$ cat config.mk
export PLATFORM = sky130hd
export DESIGN_NAME = kbd_key_display
export DESIGN_NICKNAME = d
export VERILOG_FILES = /design/src/rtl/kbd_key_display.sv
export SDC_FILE = /design/constraint.sdc
export NUM_CORES = 1
export LEC_CHECK = 0
export CAP_MARGIN = 30
export CELL_PAD_IN_SITES_DETAIL_PLACEMENT = 1
export CELL_PAD_IN_SITES_GLOBAL_PLACEMENT = 2
export CORE_MARGIN = 2
export CORE_UTILIZATION = 25
export DETAILED_ROUTE_END_ITERATION = 10
export HOLD_SLACK_MARGIN = 0.02
export PLACE_DENSITY_LB_ADDON = 0.25
export SLEW_MARGIN = 20
export SYNTH_ARGS = -nofsm -noshare
export SYNTH_HDL_FRONTEND = slang
export SYNTH_SLANG_ARGS = --single-unit
$ cat constraint.sdc
create_clock -name clk -period 3.4 [get_ports clk]
set_clock_uncertainty 0.15 [all_clocks]
set_input_delay 1.02 -clock clk [delete_from_list [all_inputs] [get_ports clk]]
set_output_delay 1.02 -clock clk [all_outputs]
set_load 0.05 [all_outputs]
$ cat src/rtl/kbd_key_display.sv
// kbd_key_display: PS/2 key tracker with hex 7-segment display of ASCII and press count.
// Optional: define KBD_LZ_BLANK_EN to blank leading-zero digits of seg_cnt.
module kbd_key_display #(
    parameter int          DATA_W   = 8,
    parameter int          CNT_W    = 8,
    parameter logic [7:0]  BRK_CODE = 8'hF0,
    parameter logic [7:0]  EXT_CODE = 8'hE0
) (
    input  logic                    clk,
    input  logic                    clrn,
    input  logic                    kb_valid,
    input  logic [7:0]              kb_data,
    input  logic [DATA_W-1:0]       ascii_lo,
    input  logic [DATA_W-1:0]       ascii_hi,
    input  logic                    shift,
    output logic [7*DATA_W/4-1:0]   seg_ascii,
    output logic [7*CNT_W/4-1:0]    seg_cnt,
    output logic [CNT_W-1:0]        press_cnt,
    output logic                    key_held
);

    localparam int ND = DATA_W / 4;
    localparam int NC = CNT_W / 4;

    localparam logic [6:0] SEG_BLANK = 7'h7F;
    localparam logic [6:0] SEG_ZERO  = 7'h40;

`ifdef KBD_LZ_BLANK_EN
    localparam logic [7*NC-1:0] SEG_CNT_RST =
        ({NC{SEG_BLANK}} << 7) | {{(7*NC-7){1'b0}}, SEG_ZERO};
`else
    localparam logic [7*NC-1:0] SEG_CNT_RST = {NC{SEG_ZERO}};
`endif

    typedef enum logic [1:0] {
        S_IDLE,
        S_HELD,
        S_BREAK
    } state_t;

    state_t              state_q, state_d;
    logic [7:0]          code_q, code_d;
    logic [DATA_W-1:0]   ascii_q, ascii_d;
    logic                brk_q, brk_d;
    logic [CNT_W-1:0]    cnt_d;
    logic                held_d;
    logic [7*ND-1:0]     seg_ascii_d;
    logic [7*NC-1:0]     seg_cnt_d;
    logic [DATA_W-1:0]   ascii_sel;
    logic                is_brk;
    logic                is_ext;
    logic                lead;
    logic [3:0]          nib;

    // Active-low hex font, bit6=g .. bit0=a
    function automatic logic [6:0] hex7(input logic [3:0] n);
        logic [6:0] s;
        case (n)
            4'h0:    s = 7'b1000000;
            4'h1:    s = 7'b1111001;
            4'h2:    s = 7'b0100100;
            4'h3:    s = 7'b0110000;
            4'h4:    s = 7'b0011001;
            4'h5:    s = 7'b0010010;
            4'h6:    s = 7'b0000010;
            4'h7:    s = 7'b1111000;
            4'h8:    s = 7'b0000000;
            4'h9:    s = 7'b0010000;
            4'hA:    s = 7'b0001000;
            4'hB:    s = 7'b0000011;
            4'hC:    s = 7'b1000110;
            4'hD:    s = 7'b0100001;
            4'hE:    s = 7'b0000110;
            default: s = 7'b0001110;
        endcase
        return s;
    endfunction

    // Next-state: key tracking, ASCII latch and press counting
    always_comb begin
        state_d   = state_q;
        code_d    = code_q;
        ascii_d   = ascii_q;
        brk_d     = brk_q;
        cnt_d     = press_cnt;
        ascii_sel = shift ? ascii_hi : ascii_lo;
        is_brk    = (kb_data == BRK_CODE);
        is_ext    = (kb_data == EXT_CODE);
        if (kb_valid && !is_ext) begin
            unique case (state_q)
                S_IDLE: begin
                    if (is_brk) begin
                        brk_d   = 1'b0;
                        state_d = S_BREAK;
                    end else begin
                        code_d  = kb_data;
                        ascii_d = ascii_sel;
                        cnt_d   = press_cnt + 1'b1;
                        state_d = S_HELD;
                    end
                end
                S_HELD: begin
                    if (is_brk) begin
                        brk_d   = 1'b1;
                        state_d = S_BREAK;
                    end else if (kb_data == code_q) begin
                        ascii_d = ascii_sel;
                    end else begin
                        code_d  = kb_data;
                        ascii_d = ascii_sel;
                        cnt_d   = press_cnt + 1'b1;
                    end
                end
                S_BREAK: begin
                    // A release of some other key while one is held keeps it held
                    if (brk_q && kb_data != code_q)
                        state_d = S_HELD;
                    else
                        state_d = S_IDLE;
                end
                default: state_d = S_IDLE;
            endcase
        end
    end

    // Next display values, computed from next state so outputs stay 1-cycle
    always_comb begin
        held_d = (state_d == S_HELD) || (state_d == S_BREAK && brk_d);
        for (int i = 0; i < ND; i++) begin
            if (!held_d || ascii_d == '0)
                seg_ascii_d[7*i +: 7] = SEG_BLANK;
            else
                seg_ascii_d[7*i +: 7] = hex7(ascii_d[4*i +: 4]);
        end
        lead = 1'b1;
        nib  = 4'd0;
        for (int i = NC - 1; i >= 0; i--) begin
            nib = cnt_d[4*i +: 4];
            if (nib != 4'd0 || i == 0)
                lead = 1'b0;
`ifdef KBD_LZ_BLANK_EN
            seg_cnt_d[7*i +: 7] = lead ? SEG_BLANK : hex7(nib);
`else
            seg_cnt_d[7*i +: 7] = hex7(nib);
`endif
        end
    end

    // State and output registers
    always_ff @(posedge clk or negedge clrn) begin
        if (!clrn) begin
            state_q   <= S_IDLE;
            code_q    <= '0;
            ascii_q   <= '0;
            brk_q     <= 1'b0;
            press_cnt <= '0;
            key_held  <= 1'b0;
            seg_ascii <= {ND{SEG_BLANK}};
            seg_cnt   <= SEG_CNT_RST;
        end else begin
            state_q   <= state_d;
            code_q    <= code_d;
            ascii_q   <= ascii_d;
            brk_q     <= brk_d;
            press_cnt <= cnt_d;
            key_held  <= held_d;
            seg_ascii <= seg_ascii_d;
            seg_cnt   <= seg_cnt_d;
        end
    end

endmodule
* Word level (Yosys, flattened, before mapping)
Memories as Yosys holds them, arrays and structs flattened. A register that Yosys moved wholly into a read port is not among the register bits.
Index checks and enable logic that the tools add are counted.
W data, S select, Z words.
** Word-level totals
- Register bits after elaboration :: 42
- Memory bits (read-only) :: 448
- Input bits :: 28
- Word-level logic and storage cells :: 61
- Memories :: 4
** Memories
- (no name shown) :: words 16, bits a word 7, rd ports 1, clocked after Yosys merged registers in 0, wr ports 0, RTL line 58 : case (n)
- (no name shown) :: words 16, bits a word 7, rd ports 1, clocked after Yosys merged registers in 0, wr ports 0, RTL line 58
- (no name shown) :: words 16, bits a word 7, rd ports 1, clocked after Yosys merged registers in 1, wr ports 0, RTL line 58
- (no name shown) :: words 16, bits a word 7, rd ports 1, clocked after Yosys merged registers in 1, wr ports 0, RTL line 58
** Operators by class
- Add/subtract/negate cells :: 1
- Equal/unequal tests :: 11
- Muxes and demuxes :: 24
- Reductions and logical operators :: 14
** Operator list (count)
- $mux W8 :: 11
- $pmux W8 S2 :: 2
- $eq A8 B8 Y1 const B :: 2
- $mux W7 :: 2
- $add A8 B1 Y8 const B :: 1
- $eq A8 B8 Y1 :: 1
- $logic_not A8 Y1 :: 1
- $ne A8 B8 Y1 :: 1
- $mux W2 :: 3
- $ne A2 B2 Y1 const B :: 3
- $pmux W2 S3 :: 1
- $reduce_and A5 Y1 :: 1
- $eq A2 B1 Y1 const B :: 2
- $eq A2 B2 Y1 const B :: 2
- $logic_not A1 Y1 :: 4
- $mux W1 :: 4
- $logic_and A1 B1 Y1 :: 3
- $logic_not A2 Y1 :: 1
- $logic_or A1 B1 Y1 :: 2
- $pmux W1 S2 :: 1
- $reduce_bool A2 Y1 :: 1
- $reduce_or A2 Y1 :: 1

* Longest topological paths before layout
Gate-level depths: netlist (run 1).
- Word-level depth :: 11
- Gate-level depth with buffers :: 11

* Worst setup path after synthesis (run 1)
No wires, ideal clock.
- Kind :: input port to flip-flop
- Start point :: input kb_data[2]
- End point :: register seg_cnt[3]
- Data arrival time :: 3270 ps
- Required time :: 3125 ps
- Path slack :: -144 ps
- Cell stages on the path :: 10
- Cell sequence :: xor2_1 -> nor4_4 -> buf_4 -> a31oi_1 -> buf_2 -> mux2i_1 -> inv_1 -> ha_1 -> mux2_4 -> mux2_2
** Between the ends
- Word-level cells in the longest chain between the ends :: 5
- Elaborated cells on any way between the ends :: 10
** Ends and longest elaborated chain
- start: declaration :: RTL line 12 : input logic [7:0] kb_data,
- $eq A8 B8 Y1 :: RTL line 106 : end else if (kb_data == code_q) begin
- $mux W8 :: RTL line 106
- $mux W8 :: RTL line 103 : if (is_brk) begin
- $pmux W8 S2 :: RTL line 90 : unique case (state_q)
- $mux W8 (*) :: RTL line 89 : if (kb_valid && !is_ext) begin
- via cnt_d[1] :: RTL line 45 : logic [CNT_W-1:0] cnt_d;
- end: declaration :: RTL line 17 : output logic [7*CNT_W/4-1:0] seg_cnt,
The timed path passes the listed nets; every way through them passes the cells marked *.
A chain may end at the register's enable or synchronous reset.

* Final worst setup path (run 1)
- Start point :: input kb_data[1]
- End point :: register seg_cnt[8]
** Between the ends
- Word-level cells in the longest chain between the ends :: 5
- Elaborated cells on any way between the ends :: 10
** Ends and longest elaborated chain (RTL line)
- $eq A8 B8 Y1 :: 106
- $mux W8 :: 106
- $mux W8 :: 103
- $pmux W8 S2 :: 90
- $mux W8 (*) :: 89
Mark *: on every way between the ends. The rest lies on a longest branch, timed or not.

==> results.tsv, run 1 <==
metric	value	unit
p_leak	2.25	nW
numPortBuffers	64	
seq_area	1420	µm²
initial_core_util	25.7	%
r2r_start	press_cnt[0]	
avgSynthCellArea	11.3	µm²
finalPower	3.96	mW
final_common_cell	buf_4	
tns	0	ns
hold_class	reg -> reg	
maxCapViolations	0	
cts_sinks	56	
syn_inst	318	
max_freq	0.304	GHz
core	13900	µm²
critical_path_required	3.44	ns
fin_crit	3.29	ns
die_height	124	µm
async_flop_share	100	%
n_antenna_cell	0	
viasPerCell	4.59	
holdBufCountCts	0	
root_buffer	clkbuf_16	
fp-row-count	43	
crit_fanout	4	
synth_ff_type	dfrtp_1	
synth_seq_cells	56	
netlist_area	3580	µm²
layout.nets	496	
dieWidth	124	µm
worstPathCellList	dlygate4sd2_1 -> xor2_1 -> nor4_4 -> buf_6 -> buf_4 -> and4_1 -> nor3_4 -> ha_1 -> mux2_1 -> a32o_1	
dr.pass1.iters	4	
worst_pin_slew	0.733	ns
crit_cells	10	
crit_path_end_kind	register	
setup_viol	0	
cp_top_family	simple AND/OR/NAND/NOR gates	
ys.warnings.count	0	
wl	9.50	mm
crit_path_start	kb_data[1]	
ys_seq_area_share	39.7	%
cts_tree	built	
critPathKind	in -> reg	
vias	2880	
gr-usage-all-layers	13.4	%
r2r_setup_slack	0.62	ns
synth_nets	368	
crit_end	seg_cnt[8]	
path_buf_inv	3	
antenna_found_initial	0	
die_area	15300	µm²
worstPathArrival	3.33	ns
worst_hold_slack	0.379	ns
irDropWorstVdd	345	µV
drt_iter0_markers	72	
utilization	37.2	%
synth_edf_count	0	
critPathLaunchType	input port	
reg2regPathDepth	11	
drc_errors	0	
cpPeakStageDelay	0.41	ns
slowest_stage	nor4_4	
final_cell_area	5180	µm²
relSlewSlack	51.1	%
r2r-end	seg_cnt[10]	
hold_viol_final	0	
cts_made_buffers	5	
placed_area	4840	µm²
rsz0062_at_grt	no	
gp_congestion	0.763	
wire_per_inst	15.2	µm
grt_overflow	0	
grt_pass1_vias	3039	
htree_levels	2	
grt_pass1_wl	15.9	mm
finalCritPeriodShare	96.7	%
multi_input_area	2090	µm²
dp_hpwl	7.13	mm
nFillCells	1537	
clk_pin_slew	0.07	ns
status	finished clean	
grt_max_degree	57	
drtAntennaViolNets	0	
ios	65	
ys_types	73	
clock_path_buffers	2	
drv_slew	0	
worst_skew_pair.late_latency	0.30	ns
most-common-layout-cells	buf_4, clkdlybuf4s50_1, dfrtp_1	
drive_gt1_share	36.2	%
power_density	765	nW/µm²
area_growth	44.4	%
worst register-to-register path: stages, from the launching register on:
cell and delay [ns]:
dfrtp_1 0.54, ha_1 0.41, inv_1 0.16, o21ai_0 0.25
o211ai_1 0.18, nor3_4 0.18, buf_4 0.17, inv_2 0.05
ha_1 0.20, buf_4 0.14, mux2i_1 0.14, mux2i_1 0.09
registers in the layout (all words and copies together) (netlist names):
register   cells
code_q         8
key_held       1
brk_q          1
seg_cnt       14
seg_ascii     14
ascii_q        8
press_cnt      8
state_q        2
final cells by class:
type / instances / share of cell area (%)
clock buffer: 6 / 2.49
clock inverter: 2 / 0.242
inverter: 27 / 1.96
multi-input combinational: 221 / 40.4
sequential: 56 / 27.5
tap: 180 / 4.35
timing repair buffer: 135 / 23.2
how the worst min path moves through the flow:
stage | startpoint | end | slack [ns] | cells after the start
4_1_cts | code_q[5] | code_q[5] | 0.39 | 1
2_1_floorplan | code_q[5] | code_q[5] | 0.35 | 1
3_5_place_dp | code_q[5] | code_q[5] | 0.37 | 1
3_3_place_gp | code_q[6] | code_q[6] | 0.36 | 1
5_1_grt | code_q[5] | code_q[5] | 0.40 | 1
6_report | code_q[5] | code_q[5] | 0.38 | 1
cell families after synthesis:
logic type                 count (synthesis)  synth area share (%)
DFF                                       56                  39.7
adders and majority gates                 22                  7.68
muxes                                     41                  12.7
AOI/OAI and AO/OA                         73                  17.7
and+or+nand+nor                           68                  11.4
buffers and inverters                     42                  5.83
xor gates and xnor gates                  16                  4.96
Yosys cell counts (4+ instances only):
cell	count	area, µm²
a21oi_1	14	70.1
buf_2	4	20.0
clkbuf_1	4	15.0
dfrtp_1	40	1000
dfstp_2	16	420
ha_1	22	275
inv_1	23	86.3
inv_2	4	15.0
mux2_2	19	214
mux2i_1	18	180
nand2_1	21	78.8
nand3_1	4	20.0
nor2_1	14	52.6
nor3_1	5	25.0
o211ai_1	6	45.0
o211ai_2	7	87.6
o21ai_0	5	25.0
o221ai_1	4	35.0
xnor2_1	5	43.8
xor2_1	9	78.8
routing by layer:
| layer | track usage, % | up-vias | wire, µm |
|---|---|---|---|
| met5 | 0 | - | 0 |
| met4 | 3.41 | 0 | 108 |
| met3 | 2.56 | 6 | 246 |
| met2 | 22.1 | 39 | 4530 |
| met1 | 18.2 | 1426 | 4620 |
| li1 | - | 1409 | - |
through the flow:
stage,cells,worst slack (ns)
floorplan,318,-0.0208
global placement,610,-0.496
finish,627,0.112
global route,627,0.00393
CTS,627,0.0299
detailed placement,610,-0.545
where the power goes:
part           internal, mW  switching (mW)
logic                  1.03            1.35
clock network         0.273           0.251
registers             0.882           0.169
what timing repair did:
item,4_1_cts,5_1_grt
cloned,1,0
resized for setup,21,6
pin swaps,4,3
setup buffers,8,0
setup endpoints to repair,25,25
Power figures use the tool's default switching activity.
==> run 2: changes to the inputs <==
--- a/config.mk
+++ b/config.mk
@@ -10,6 +10,7 @@
 export CELL_PAD_IN_SITES_GLOBAL_PLACEMENT = 2
 export CORE_MARGIN = 2
 export CORE_UTILIZATION = 25
+export CTS_CLUSTER_SIZE = 40
 export DETAILED_ROUTE_END_ITERATION = 10
 export HOLD_SLACK_MARGIN = 0.02
 export PLACE_DENSITY_LB_ADDON = 0.25
==> results of run 2 <==
The final DEF is identical to that of run 1; final timing and power are the same.
